--- config.mk ---
export PLATFORM = sky130hd
export DESIGN_NAME = regfile_ctl_flat
export DESIGN_NICKNAME = d
export VERILOG_FILES = /design/src/rtl/regfile_pkg.sv /design/src/rtl/regfile_ctl_if.sv /design/src/rtl/regfile_wr_arb.sv /design/src/rtl/regfile_ctl.sv /design/src/flat_wrapper.sv
export SDC_FILE = /design/constraint.sdc
export NUM_CORES = 1
export LEC_CHECK = 0
export ABC_AREA = 1
export CELL_PAD_IN_SITES_DETAIL_PLACEMENT = 0
export CELL_PAD_IN_SITES_GLOBAL_PLACEMENT = 1
export CORE_ASPECT_RATIO = 0.6
export CORE_UTILIZATION = 24
export CTS_BUF_LIST = sky130_fd_sc_hd__clkbuf_8
export CTS_CLUSTER_DIAMETER = 200
export DETAILED_ROUTE_END_ITERATION = 7
export PLACE_DENSITY = 0.87
export SYNTH_ARGS = -nofsm -noshare
export SYNTH_HDL_FRONTEND = slang
export SYNTH_SLANG_ARGS = --single-unit
--- constraint.sdc ---
create_clock -name clk -period 3.9 [get_ports clk]
set_clock_uncertainty 0.2 [all_clocks]
set_input_delay 0.39 -clock clk [delete_from_list [all_inputs] [get_ports clk]]
set_output_delay 0.39 -clock clk [all_outputs]
set_load 0.05 [all_outputs]
--- src/rtl/regfile_pkg.sv ---
// Shared sizes and enumerations for the register-file sequencer and
// port-0 arbiter.
package regfile_pkg;
  localparam int NREG   = 16;
  localparam int RNO_W  = 4;
  localparam int DATA_W = 32;

  typedef enum logic {CLEAR, RUN} state_t;
  typedef enum logic [1:0] {OWN_CORE, OWN_LD, OWN_DBG, OWN_NONE} owner_t;
endpackage

--- src/rtl/regfile_ctl_if.sv ---
// Core, load-writeback, debug and register-file signals of regfile_ctl.
// The master side is the surrounding system; the slave side is the controller.
interface regfile_ctl_if;
  import regfile_pkg::*;

  logic [RNO_W-1:0]  core_rno0, core_rno1, core_rno2;
  logic              core_use0, core_wr, core_stall;
  logic [DATA_W-1:0] core_din;
  logic              ld_valid, ld_ready;
  logic [RNO_W-1:0]  ld_rno;
  logic [DATA_W-1:0] ld_data;
  logic              dbg_req, dbg_we, dbg_ack;
  logic [RNO_W-1:0]  dbg_rno;
  logic [DATA_W-1:0] dbg_wdata, dbg_rdata;
  logic [RNO_W-1:0]  rf_rno0, rf_rno1, rf_rno2;
  logic [DATA_W-1:0] rf_din, rf_dout0;
  logic              rf_wr;
  logic              ready;

  modport master (
    output core_rno0, core_rno1, core_rno2, core_use0, core_wr, core_din,
    output ld_valid, ld_rno, ld_data, dbg_req, dbg_we, dbg_rno, dbg_wdata, rf_dout0,
    input  core_stall, ld_ready, dbg_ack, dbg_rdata,
    input  rf_rno0, rf_rno1, rf_rno2, rf_din, rf_wr, ready
  );

  modport slave (
    input  core_rno0, core_rno1, core_rno2, core_use0, core_wr, core_din,
    input  ld_valid, ld_rno, ld_data, dbg_req, dbg_we, dbg_rno, dbg_wdata, rf_dout0,
    output core_stall, ld_ready, dbg_ack, dbg_rdata,
    output rf_rno0, rf_rno1, rf_rno2, rf_din, rf_wr, ready
  );
endinterface

--- src/rtl/regfile_wr_arb.sv ---
// Combinational port-0 owner selection with a saturating load-starvation
// counter that lets a refused load force its way in.
module regfile_wr_arb
  import regfile_pkg::*;
#(
  parameter int STARVE_MAX = 4
) (
  input  logic   clk,
  input  logic   rst,
  input  logic   run,
  input  logic   core_req,
  input  logic   ld_valid,
  input  logic   dbg_req,
  output owner_t owner
);
  logic [3:0] starve_reg, starve_next;
  logic       force_ld;

  always_comb begin
    force_ld = ld_valid && (starve_reg == 4'(STARVE_MAX));
    owner    = OWN_NONE;
    if (run) begin
      if (force_ld)      owner = OWN_LD;
      else if (core_req) owner = OWN_CORE;
      else if (ld_valid) owner = OWN_LD;
      else if (dbg_req)  owner = OWN_DBG;
    end
  end

  // Every granted load is a transfer, so the counter restarts on any load grant.
  always_comb begin
    starve_next = starve_reg;
    if (run && ld_valid) begin
      if (owner == OWN_LD)
        starve_next = 4'd0;
      else if (starve_reg != 4'(STARVE_MAX))
        starve_next = starve_reg + 4'd1;
    end
  end

  always_ff @(posedge clk or posedge rst) begin
    if (rst) starve_reg <= 4'd0;
    else     starve_reg <= starve_next;
  end
endmodule

--- src/rtl/regfile_ctl.sv ---
// Register-file sequencer: zero-fills all registers after reset, then
// arbitrates port 0 among core, load writeback and debug.
module regfile_ctl
  import regfile_pkg::*;
#(
  parameter int STARVE_MAX = 4
) (
  input logic          clk,
  input logic          rst,
  regfile_ctl_if.slave bus
);
  state_t            state_reg, state_next;
  logic [RNO_W-1:0]  cnt_reg, cnt_next;
  logic              dbg_ack_reg;
  logic [DATA_W-1:0] dbg_rdata_reg;
  owner_t            owner;
  logic              run, core_req, dbg_req_eff;
  logic [RNO_W-1:0]  rno0;
  logic [DATA_W-1:0] din;
  logic              wr, stall;

  assign run         = (state_reg == RUN);
  assign core_req    = bus.core_use0 || bus.core_wr;
  // A request still held during its own ack cycle must not start a second access.
  assign dbg_req_eff = bus.dbg_req && !dbg_ack_reg;

  regfile_wr_arb #(.STARVE_MAX(STARVE_MAX)) u_arb (
    .clk      (clk),
    .rst      (rst),
    .run      (run),
    .core_req (core_req),
    .ld_valid (bus.ld_valid),
    .dbg_req  (dbg_req_eff),
    .owner    (owner)
  );

  always_comb begin
    state_next = state_reg;
    cnt_next   = cnt_reg;
    if (state_reg == CLEAR) begin
      cnt_next = cnt_reg + 1'b1;
      if (cnt_reg == RNO_W'(NREG - 1)) state_next = RUN;
    end
  end

  always_comb begin
    rno0  = bus.core_rno0;
    din   = bus.core_din;
    wr    = 1'b0;
    stall = core_req && (owner != OWN_CORE);
    case (owner)
      OWN_CORE: wr = bus.core_wr;
      OWN_LD: begin
        rno0 = bus.ld_rno;
        din  = bus.ld_data;
        wr   = 1'b1;
      end
      OWN_DBG: begin
        rno0 = bus.dbg_rno;
        din  = bus.dbg_wdata;
        wr   = bus.dbg_we;
      end
      default: ;
    endcase
    // No clear write may be issued while reset is still asserted.
    if (state_reg == CLEAR) begin
      rno0  = cnt_reg;
      din   = '0;
      wr    = !rst;
      stall = 1'b1;
    end
  end

  always_ff @(posedge clk or posedge rst) begin
    if (rst) begin
      state_reg     <= CLEAR;
      cnt_reg       <= '0;
      dbg_ack_reg   <= 1'b0;
      dbg_rdata_reg <= '0;
    end else begin
      state_reg   <= state_next;
      cnt_reg     <= cnt_next;
      dbg_ack_reg <= (owner == OWN_DBG);
      if (owner == OWN_DBG) dbg_rdata_reg <= bus.rf_dout0;
    end
  end

  assign bus.rf_rno0    = rno0;
  assign bus.rf_rno1    = bus.core_rno1;
  assign bus.rf_rno2    = bus.core_rno2;
  assign bus.rf_din     = din;
  assign bus.rf_wr      = wr;
  assign bus.core_stall = stall;
  assign bus.ld_ready   = (owner == OWN_LD);
  assign bus.dbg_ack    = dbg_ack_reg;
  assign bus.dbg_rdata  = dbg_rdata_reg;
  assign bus.ready      = run;
endmodule

--- src/flat_wrapper.sv ---
// flat-port wrapper written by rule: the top's interface ports become plain ports
module regfile_ctl_flat import regfile_pkg::*;
#(
  parameter int STARVE_MAX = 4
)
  (clk, rst, bus_core_rno0, bus_core_rno1, bus_core_rno2, bus_core_use0, bus_core_wr, bus_core_din, bus_ld_valid, bus_ld_rno, bus_ld_data, bus_dbg_req, bus_dbg_we, bus_dbg_rno, bus_dbg_wdata, bus_rf_dout0, bus_core_stall, bus_ld_ready, bus_dbg_ack, bus_dbg_rdata, bus_rf_rno0, bus_rf_rno1, bus_rf_rno2, bus_rf_din, bus_rf_wr, bus_ready);
  regfile_ctl_if bus_i ();
  input logic clk;
  input logic rst;
  input wire logic [$bits(bus_i.core_rno0)-1:0] bus_core_rno0;
  input wire logic [$bits(bus_i.core_rno1)-1:0] bus_core_rno1;
  input wire logic [$bits(bus_i.core_rno2)-1:0] bus_core_rno2;
  input wire logic [$bits(bus_i.core_use0)-1:0] bus_core_use0;
  input wire logic [$bits(bus_i.core_wr)-1:0] bus_core_wr;
  input wire logic [$bits(bus_i.core_din)-1:0] bus_core_din;
  input wire logic [$bits(bus_i.ld_valid)-1:0] bus_ld_valid;
  input wire logic [$bits(bus_i.ld_rno)-1:0] bus_ld_rno;
  input wire logic [$bits(bus_i.ld_data)-1:0] bus_ld_data;
  input wire logic [$bits(bus_i.dbg_req)-1:0] bus_dbg_req;
  input wire logic [$bits(bus_i.dbg_we)-1:0] bus_dbg_we;
  input wire logic [$bits(bus_i.dbg_rno)-1:0] bus_dbg_rno;
  input wire logic [$bits(bus_i.dbg_wdata)-1:0] bus_dbg_wdata;
  input wire logic [$bits(bus_i.rf_dout0)-1:0] bus_rf_dout0;
  output wire logic [$bits(bus_i.core_stall)-1:0] bus_core_stall;
  output wire logic [$bits(bus_i.ld_ready)-1:0] bus_ld_ready;
  output wire logic [$bits(bus_i.dbg_ack)-1:0] bus_dbg_ack;
  output wire logic [$bits(bus_i.dbg_rdata)-1:0] bus_dbg_rdata;
  output wire logic [$bits(bus_i.rf_rno0)-1:0] bus_rf_rno0;
  output wire logic [$bits(bus_i.rf_rno1)-1:0] bus_rf_rno1;
  output wire logic [$bits(bus_i.rf_rno2)-1:0] bus_rf_rno2;
  output wire logic [$bits(bus_i.rf_din)-1:0] bus_rf_din;
  output wire logic [$bits(bus_i.rf_wr)-1:0] bus_rf_wr;
  output wire logic [$bits(bus_i.ready)-1:0] bus_ready;
  assign bus_i.core_rno0 = bus_core_rno0;
  assign bus_i.core_rno1 = bus_core_rno1;
  assign bus_i.core_rno2 = bus_core_rno2;
  assign bus_i.core_use0 = bus_core_use0;
  assign bus_i.core_wr = bus_core_wr;
  assign bus_i.core_din = bus_core_din;
  assign bus_i.ld_valid = bus_ld_valid;
  assign bus_i.ld_rno = bus_ld_rno;
  assign bus_i.ld_data = bus_ld_data;
  assign bus_i.dbg_req = bus_dbg_req;
  assign bus_i.dbg_we = bus_dbg_we;
  assign bus_i.dbg_rno = bus_dbg_rno;
  assign bus_i.dbg_wdata = bus_dbg_wdata;
  assign bus_i.rf_dout0 = bus_rf_dout0;
  assign bus_core_stall = bus_i.core_stall;
  assign bus_ld_ready = bus_i.ld_ready;
  assign bus_dbg_ack = bus_i.dbg_ack;
  assign bus_dbg_rdata = bus_i.dbg_rdata;
  assign bus_rf_rno0 = bus_i.rf_rno0;
  assign bus_rf_rno1 = bus_i.rf_rno1;
  assign bus_rf_rno2 = bus_i.rf_rno2;
  assign bus_rf_din = bus_i.rf_din;
  assign bus_rf_wr = bus_i.rf_wr;
  assign bus_ready = bus_i.ready;
  regfile_ctl #(.STARVE_MAX(STARVE_MAX)) u_core (.clk(clk), .rst(rst), .bus(bus_i));
endmodule
# == Word-level counts from Yosys, hierarchy flattened ==
# Index checks and enable logic that the tools add are counted.
# Widths: inputs -> output; s select.
# classes
addsub,2
eq_ne,5
n_mux,16
reduce_logical,11
# op_table
cell,count
$pmux 32 s2,1
$mux 32,1
$mux 4,3
$add 4x1->4 const B,2
$mux 2,4
$pmux 4 s2,1
$mux 1,5
$eq 4x3->1 const B,1
$eq 4x4->1 const B,1
$logic_and 1x1->1,4
$ne 4x3->1 const B,1
$reduce_bool 2->1,2
$pmux 1 s3,1
$eq 2x1->1 const B,1
$eq 2x2->1 const B,1
$logic_not 1->1,2
$logic_not 2->1,1
$reduce_and 2->1,1
$logic_or 1x1->1,1
# word_totals
register_bits,42
inputBits,155

# == Logic depth before layout (Yosys ltp) ==
# Gate-level depths: netlist (run 1).
# logic_depth
ltp_word,10
depth_mapped,12
ltp_nobuf,11

# == Modules after synthesis ==
# Synthesis (run 1) repeated with hierarchy kept, for this count alone.
# hier_totals
cells_unflattened,436
area_unflattened_um2,3055.4
# by_module_without_submodules
mod,instances,cells_per_inst,area_per_inst_um2,seq_area_each_um2
regfile_ctl,1,396,2775.2,950.9
regfile_wr_arb,1,40,280.3,100.1

# == Least setup slack after synthesis (run 1) ==
# Ideal clock, no wire load.
# synth_timing
kind,register to output
startpoint,"register u_core.state_reg, in the netlist u_core.bus.ready"
endpoint,output port bus_rf_din[12]
arrival_ps,2954
required_ps,3310
slack_ps,356
path_stages_with_launch,10
path_cell_list,dfrtp_1 -> buf_2 -> buf_2 -> nand2_1 -> inv_1 -> ha_1 -> buf_4 -> buf_2 -> nand2_1 -> a21oi_1
# synth_between
elab_chain_cells,4
elab_cells_between_ends,5
cone_classes,eq/ne (2); mux (3)
# synth_lines
element,line,rtl
"start, declared",regfile_ctl.sv:12,"state_t state_reg, state_next;"
"start signal, assigned",regfile_ctl.sv:81,state_reg <= state_next;
$mux 2,regfile_wr_arb.sv:22,if (run) begin
$eq 2x1->1,--,
via bus_ld_ready,flat_wrapper.sv:25,output wire logic [$bits(bus_i.ld_ready)-1:0] bus_ld_ready;
$pmux 32 s2,regfile_ctl.sv:51,case (owner)
$mux 32,regfile_ctl.sv:66,if (state_reg == CLEAR) begin
"end, declared",flat_wrapper.sv:31,output wire logic [$bits(bus_i.rf_din)-1:0] bus_rf_din;
# The timed path passes the listed nets, and every way through them passes these cells.

# == Worst setup path after layout (run 1) ==
# layout_timing
startpoint,input port bus_ld_valid
endpoint,output port bus_rf_rno0[2]
# layout_between
elab_chain_cells,7
elab_cells_between_ends,9
cone_classes,eq/ne (2); mux (6); reduce/logical (1)
# layout_lines
element,line,rtl
"start, declared",flat_wrapper.sv:16,input wire logic [$bits(bus_i.ld_valid)-1:0] bus_ld_valid;
$mux 2,regfile_wr_arb.sv:25,else if (ld_valid) owner = OWN_LD;
$mux 2,regfile_wr_arb.sv:24,else if (core_req) owner = OWN_CORE;
$mux 2 (*),regfile_wr_arb.sv:23,if (force_ld) owner = OWN_LD;
$mux 2 (*),regfile_wr_arb.sv:22,
$eq 2x2->1 / $eq 2x1->1 (equally long branches),regfile_ctl.sv:51,
$pmux 4 s2 (*),regfile_ctl.sv:51,
$mux 4 (*),regfile_ctl.sv:66,
"end, declared",flat_wrapper.sv:28,output wire logic [$bits(bus_i.rf_rno0)-1:0] bus_rf_rno0;
# Every way passes the cells marked *; elsewhere a longest branch is shown, timed or not.

==> results of run 1 <==
## layout by cell type, fill, tap and decap left out
master           synthesis  layout
clkbuf_8                 0       5
buf_4                   11       7
clkdlybuf4s50_1          0     181
ha_2                     0       1
clkinvlp_4               0       2
dfrtp_1                 42      42
o21ai_1                  8       8
buf_12                   0      39
inv_2                    0       1
a21oi_2                 20      20
a21oi_1                 49      49
inv_6                    1       1
xor2_1                   1       1
nor2_1                  14      14
nand3_1                  9       9
nand2_1                 67      67
ha_1                     7       6
inv_1                   13      12
o21ai_0                 32      32
o21bai_1                 1       1
mux2_2                  32      32
nand4_1                  1       1
## cell families (layout without fill, tap and decap cells)
kind of cell | after synthesis | count (layout) | share of synthesized area
multiplexers | 32 | 32 | 0.129
AO/OA/AOI/OAI | 110 | 110 | 0.225
XOR/XNOR | 1 | 1 | 0.00314
adder cells (fa/ha/maj) | 7 | 7 | 0.0314
buffers and inverters | 46 | 248 | 0.107
flip-flops | 42 | 42 | 0.377
AND/OR/NAND/NOR | 91 | 91 | 0.127
## per-stage QoR
| stage | util | cell area (sq um) |
|---|---|---|
| 5_1_grt | 0.485 | 5480 |
| 3_3_place_gp | 0.478 | 5400 |
| 2_1_floorplan | - | 2790 |
| 4_1_cts | 0.485 | 5480 |
| 6_report | 0.485 | 5480 |
| 3_5_place_dp | 0.478 | 5400 |
## path summary, 6_finish.rpt
path	to	cells past startpoint	from
setup / recovery	bus_rf_rno0[2]	13	bus_ld_valid
hold / removal	u_core.bus.dbg_rdata[23]	1	u_core.bus.dbg_rdata[23]
setup reg to reg	u_core.bus.dbg_rdata[17]	8	u_core.u_arb.starve_reg[0]
hold reg to reg	u_core.bus.dbg_rdata[23]	1	u_core.bus.dbg_rdata[23]
max in group asynchronous	u_core.bus.dbg_rdata[9]	2	rst
min in group asynchronous	u_core.cnt_reg[0]	2	rst
## layer usage
layer,part of all wire,global-route usage
met5,0,0
met4,0.0080,0.0415
met3,0.086,0.0570
met2,0.47,0.259
met1,0.44,0.221
## layout make-up
class	instances	area share
inverters	14	0.0105
repair buffers	227	0.483
well taps	160	0.0365
multi-input cells	241	0.263
clock buffers	5	0.0126
clock inverters	2	0.00274
flip-flops and latches	42	0.192
## report_power, final
part	switching, mW	internal, mW
sequential	0.0627	0.544
clock	0.162	0.122
combinational	1.03	0.777
==> results.py, run 1 <==
metrics = {
    "status": {
        "outcome": "complete, no violations",
    },
    "route": {
        "wl_per_cell_microns": 14.7,
        "num_vias": 3048,
        "drc": 0,
        "wl_mm": 10.2,
        "viasPerCell": 4.41,
        "ant_nets": 0,
        "firstDrtPassIters": 5,
        "drtIter0Drc": 112,
    },
    "placement": {
        "dp.cells": 684,
        "routabilityCongestion": 0.812,
        "hpwl_mm": 7.93,
        "preCtsSetupSlack_ns": 0.690,
        "io_buffers": 219,
    },
    "yosys": {
        "yosysWarnings": 0,
        "synth_nets": 491,
        "ys_dominant_reg_cell": "dfrtp_1",
        "synth_top_area_share": 0.377,
        "synth_edf_count": 0,
        "synth_area_leaders": "dfrtp_1 (38%), mux2_2 (13%), nand2_1 (9.0%), a21oi_1 (8.8%), a21oi_2 (6.3%)",
        "netlist_area_sq_mm": 0.00279,
        "synth_area_per_cell_sq_um": 8.48,
        "synth_top_cells_by_count": "nand2_1 (67), a21oi_1 (49), dfrtp_1 (42)",
        "ys_ff_latch": 42,
        "yosys.area.top_type": "dfrtp_1",
        "synthMostInstantiatedCell": "nand2_1",
        "async_flop_share": 1.00,
        "seq_area_frac_synth": 0.377,
        "syn_inst": 329,
        "ys_types": 21,
    },
    "clock_network": {
        "post_cts_buffers": 0,
        "path_clk_slew_ns": 0.08,
        "insertion_delay_ns": 0.30,
        "cts_buffers": 5,
        "cts-root-buf": "clkbuf_8",
        "cts_sinks": 42,
        "ctsResizeCount": 0,
        "cts_tree": "yes",
        "htree_levels": 2,
        "hold_buffers": 0,
        "clockBufferDepth": 2,
    },
    "timing": {
        "hold_violations": 0,
        "rsz0062_at_grt": "false",
        "period_share": 0.821,
        "slew_violations": 0,
        "relSlewSlack": 0.418,
        "holdWs_ns": 0.310,
        "period_needed_ns": 3.20,
        "fmax_mhz": 312,
        "tightest_slew_ns": 0.871,
        "finalWorstSetupSlack_ns": 0.697,
        "fin_setup_tns_ns": 0,
        "setup_viol": 0,
    },
    "critical_path": {
        "crit_path_start_kind": "input port",
        "cp.arrival_ns": 2.61,
        "crit_top_cell": "nor2_1",
        "crit_type": "in -> out",
        "cpPeakStageDelay_ns": 0.56,
        "path_cells": "clkdlybuf4s50_1, inv_1, nor2_1, nand3_1, nand3_1, inv_1, ha_2, inv_6, nor2_1, nor2_1, nand2_1, o21ai_0, buf_12",
        "crit_buf_inv": 5,
        "critPathCaptureType": "output pin",
        "critPathSlowestCell": "ha_2",
        "worst-path-max-fanout": 37,
        "cp.required_ns": 3.31,
        "cp_top_family": "buffers and inverters",
        "rrSetupSlack_ns": 1.32,
    },
    "layout": {
        "largest_register_ffs": 32,
        "seqCellArea_sq_mm": 0.00105,
        "final_cells": 691,
        "drive_gt1_frac": 0.203,
        "area_growth_syn_to_layout_pct": 96.5,
        "nets": 693,
        "nFillCells": 1038,
        "multi_input_area_sq_mm": 0.00144,
        "insertedDiodeCount": 0,
    },
    "grt": {
        "grt_max_degree": 43,
        "grt_usage": 0.166,
        "antenna_found_initial": 0,
        "grt_pass1_vias": 3072,
        "grt_pass1_wl_mm": 15.8,
        "grt.overflow.total": 0,
    },
    "power_and_ir_drop": {
        "peakVddDrop_mv": 0.247,
        "total_power_mw": 2.69,
        "p_per_area_mw_per_mm2": 492,
        "total_leakage_power_nw": 2.25,
    },
    "die": {
        "ios": 236,
        "die_h_microns": 85.5,
        "rows": 30,
        "initial_utilization": 0.247,
        "die_area_sq_mm": 0.0121,
        "core_area_sq_mm": 0.0113,
        "die_x_microns": 141,
    },
    "flow_run": {
        "drv_cap": 0,
    },
    "min_path": {
        "worst_hold_path_type": "reg -> reg",
    },
}
Power figures use the tool's default switching activity.
==> run 2, diff against run 1 <==
CORE_UTILIZATION = 22   (was 24)
PLACE_DENSITY = 0.81   (was 0.87)
clock period = 3.1 ns   (was 3.9 ns; I/O delays follow)
==> results.py, run 2 (synthesis results as in run 1) <==
metrics = {
    "status": {
        "outcome": "complete, no violations",
    },
    "critical_path": {
        "critPathCaptureType": "output pin",
        "crit_path_start_kind": "register",
        "critPathSlowestCell": "ha_2",
        "r2r-start": "u_core.u_arb.starve_reg[0]",
        "rrSetupSlack_ns": 0.65,
        "cpPeakStageDelay_ns": 0.41,
        "startpoint": "u_core.u_arb.starve_reg[0]",
        "crit_type": "reg -> out",
        "cp.required_ns": 2.59,
        "cp.arrival_ns": 2.40,
        "path_cells": "inv_1, ha_1, nand3_1, nand3_1, inv_1, ha_2, buf_12, a21oi_1, a21oi_2, buf_12",
        "crit_buf_inv": 4,
        "cp_top_family": "buffers and inverters",
        "worst-path-max-fanout": 35,
    },
    "die": {
        "rows": 31,
        "die_x_microns": 147,
        "ios": 236,
        "die_area_sq_mm": 0.0131,
        "initial_utilization": 0.228,
        "die_h_microns": 89.2,
        "core_area_sq_mm": 0.0122,
    },
    "power_and_ir_drop": {
        "seqPwrFrac": 0.213,
        "total_power_mw": 3.58,
        "p_per_area_mw_per_mm2": 619,
        "internal_power_mw": 1.95,
        "total_leakage_power_nw": 2.32,
        "p_clk_frac": 0.119,
        "peakVddDrop_mv": 0.392,
        "power.switching_mw": 1.63,
        "switching_share": 0.454,
        "p_comb_frac": 0.667,
    },
    "route": {
        "ant_nets": 0,
        "firstDrtPassIters": 4,
        "viasPerCell": 4.51,
        "num_vias": 3135,
        "wl_per_cell_microns": 15.5,
        "wl_mm": 10.7,
        "drtIter0Drc": 96,
        "drc": 0,
    },
    "layout": {
        "insertedDiodeCount": 0,
        "area_growth_syn_to_layout_pct": 107,
        "largest_register_ffs": 32,
        "drive_gt1_frac": 0.249,
        "nFillCells": 1131,
        "final_common_cell": "clkdlybuf4s50_1",
        "multi_input_area_sq_mm": 0.00168,
        "layout_common_cells": "clkdlybuf4s50_1 (180), nand2_1 (67), dfrtp_1 (42)",
        "seqCellArea_sq_mm": 0.00105,
        "design_area_sq_mm": 0.00578,
        "nets": 691,
    },
    "timing": {
        "finalWorstSetupSlack_ns": 0.190,
        "period_share": 0.939,
        "slew_violations": 0,
        "holdWs_ns": 0.315,
        "setup_viol": 0,
        "period_needed_ns": 2.91,
        "fmax_mhz": 344,
        "relSlewSlack": 0.424,
        "tightest_slew_ns": 0.862,
        "hold_violations": 0,
        "rsz0062_at_grt": "false",
    },
    "grt": {
        "grt.overflow.total": 0,
        "grt_max_degree": 43,
        "grt_usage": 0.155,
        "grt_pass1_vias": 3123,
        "antenna_found_initial": 0,
        "grt_pass1_wl_mm": 16.1,
    },
    "min_path": {
        "worst_hold_path_type": "reg -> reg",
        "hp-start": "u_core.bus.dbg_rdata[1]",
    },
    "placement": {
        "routabilityCongestion": 0.873,
        "io_buffers": 219,
        "place_area_sq_mm": 0.00564,
        "hpwl_mm": 8.31,
        "preCtsSetupSlack_ns": 0.200,
    },
    "clock_network": {
        "clockBufferDepth": 2,
        "cts-root-buf": "clkbuf_8",
        "insertion_delay_ns": 0.29,
        "cts_buffers": 5,
        "path_clk_slew_ns": 0.08,
        "post_cts_buffers": 0,
        "cts_tree": "yes",
        "cts_sinks": 42,
        "htree_levels": 2,
    },
    "flow_run": {
        "drv_cap": 0,
    },
}
==> run 2: cell types whose count changed in the layout (fill, tap and decap cells not counted), moves of 2 or more <==
cell	previous run	this run
a21oi_1	49	25
buf_4	7	3
a21oi_4	0	19
buf_12	39	41
a21oi_2	20	25
==> run 2: worst paths after layout <==
kind,to,cells past startpoint
max reg2reg,u_core.bus.dbg_rdata[4],8
min,u_core.bus.dbg_rdata[1],1
max,bus_rf_rno0[1],10
min reg2reg,u_core.bus.dbg_rdata[1],1
min in group asynchronous,u_core.bus.dbg_ack,2
max in group asynchronous,u_core.bus.dbg_rdata[4],2
==> run 2: power by group through the flow <==
stage | clock network (mW) | logic, mW | registers [mW]
after floorplan | 0 | 0.964 | 1.18
after global placement | 0 | 2.37 | 0.766
after detailed placement | 0 | 2.40 | 0.774
after CTS | 0.450 | 2.40 | 0.767
after global routing | 0.482 | 2.49 | 0.782
final | 0.427 | 2.39 | 0.764
==> run 2: area by class of cell <==
| class | instances | area share |
|---|---|---|
| Timing Repair Buffer | 225 | 0.462 |
| Multi-Input combinational cell | 241 | 0.291 |
| Sequential cell | 42 | 0.182 |
| Tap cell | 165 | 0.0357 |
| Clock buffer | 5 | 0.0119 |
| Inverter | 14 | 0.0104 |
| Clock inverter | 3 | 0.00715 |
==> run 2: per-stage QoR <==
stage,utilization,cells,setup TNS (ns)
finish,0.473,695,0
global route,0.473,695,0
CTS,0.471,694,0
detailed placement,0.462,686,0
global placement,0.462,686,0
floorplan,-,329,-0.110
==> run 2: layer usage <==
layer  GRT usage  vias to the layer above  part of all wire
li1            -                     1505                 -
met1       0.209                     1515              0.46
met2       0.254                      108              0.47
met3      0.0388                        7             0.058
met4      0.0309                        0            0.0079
met5           0                        -                 0
==> run 2: repair_timing <==
| item | in CTS | in global routing |
|---|---|---|
| gates resized for setup | 0 | 1 |
| setup endpoints to repair | 0 | 5 |
| hold buffers | 0 | 0 |
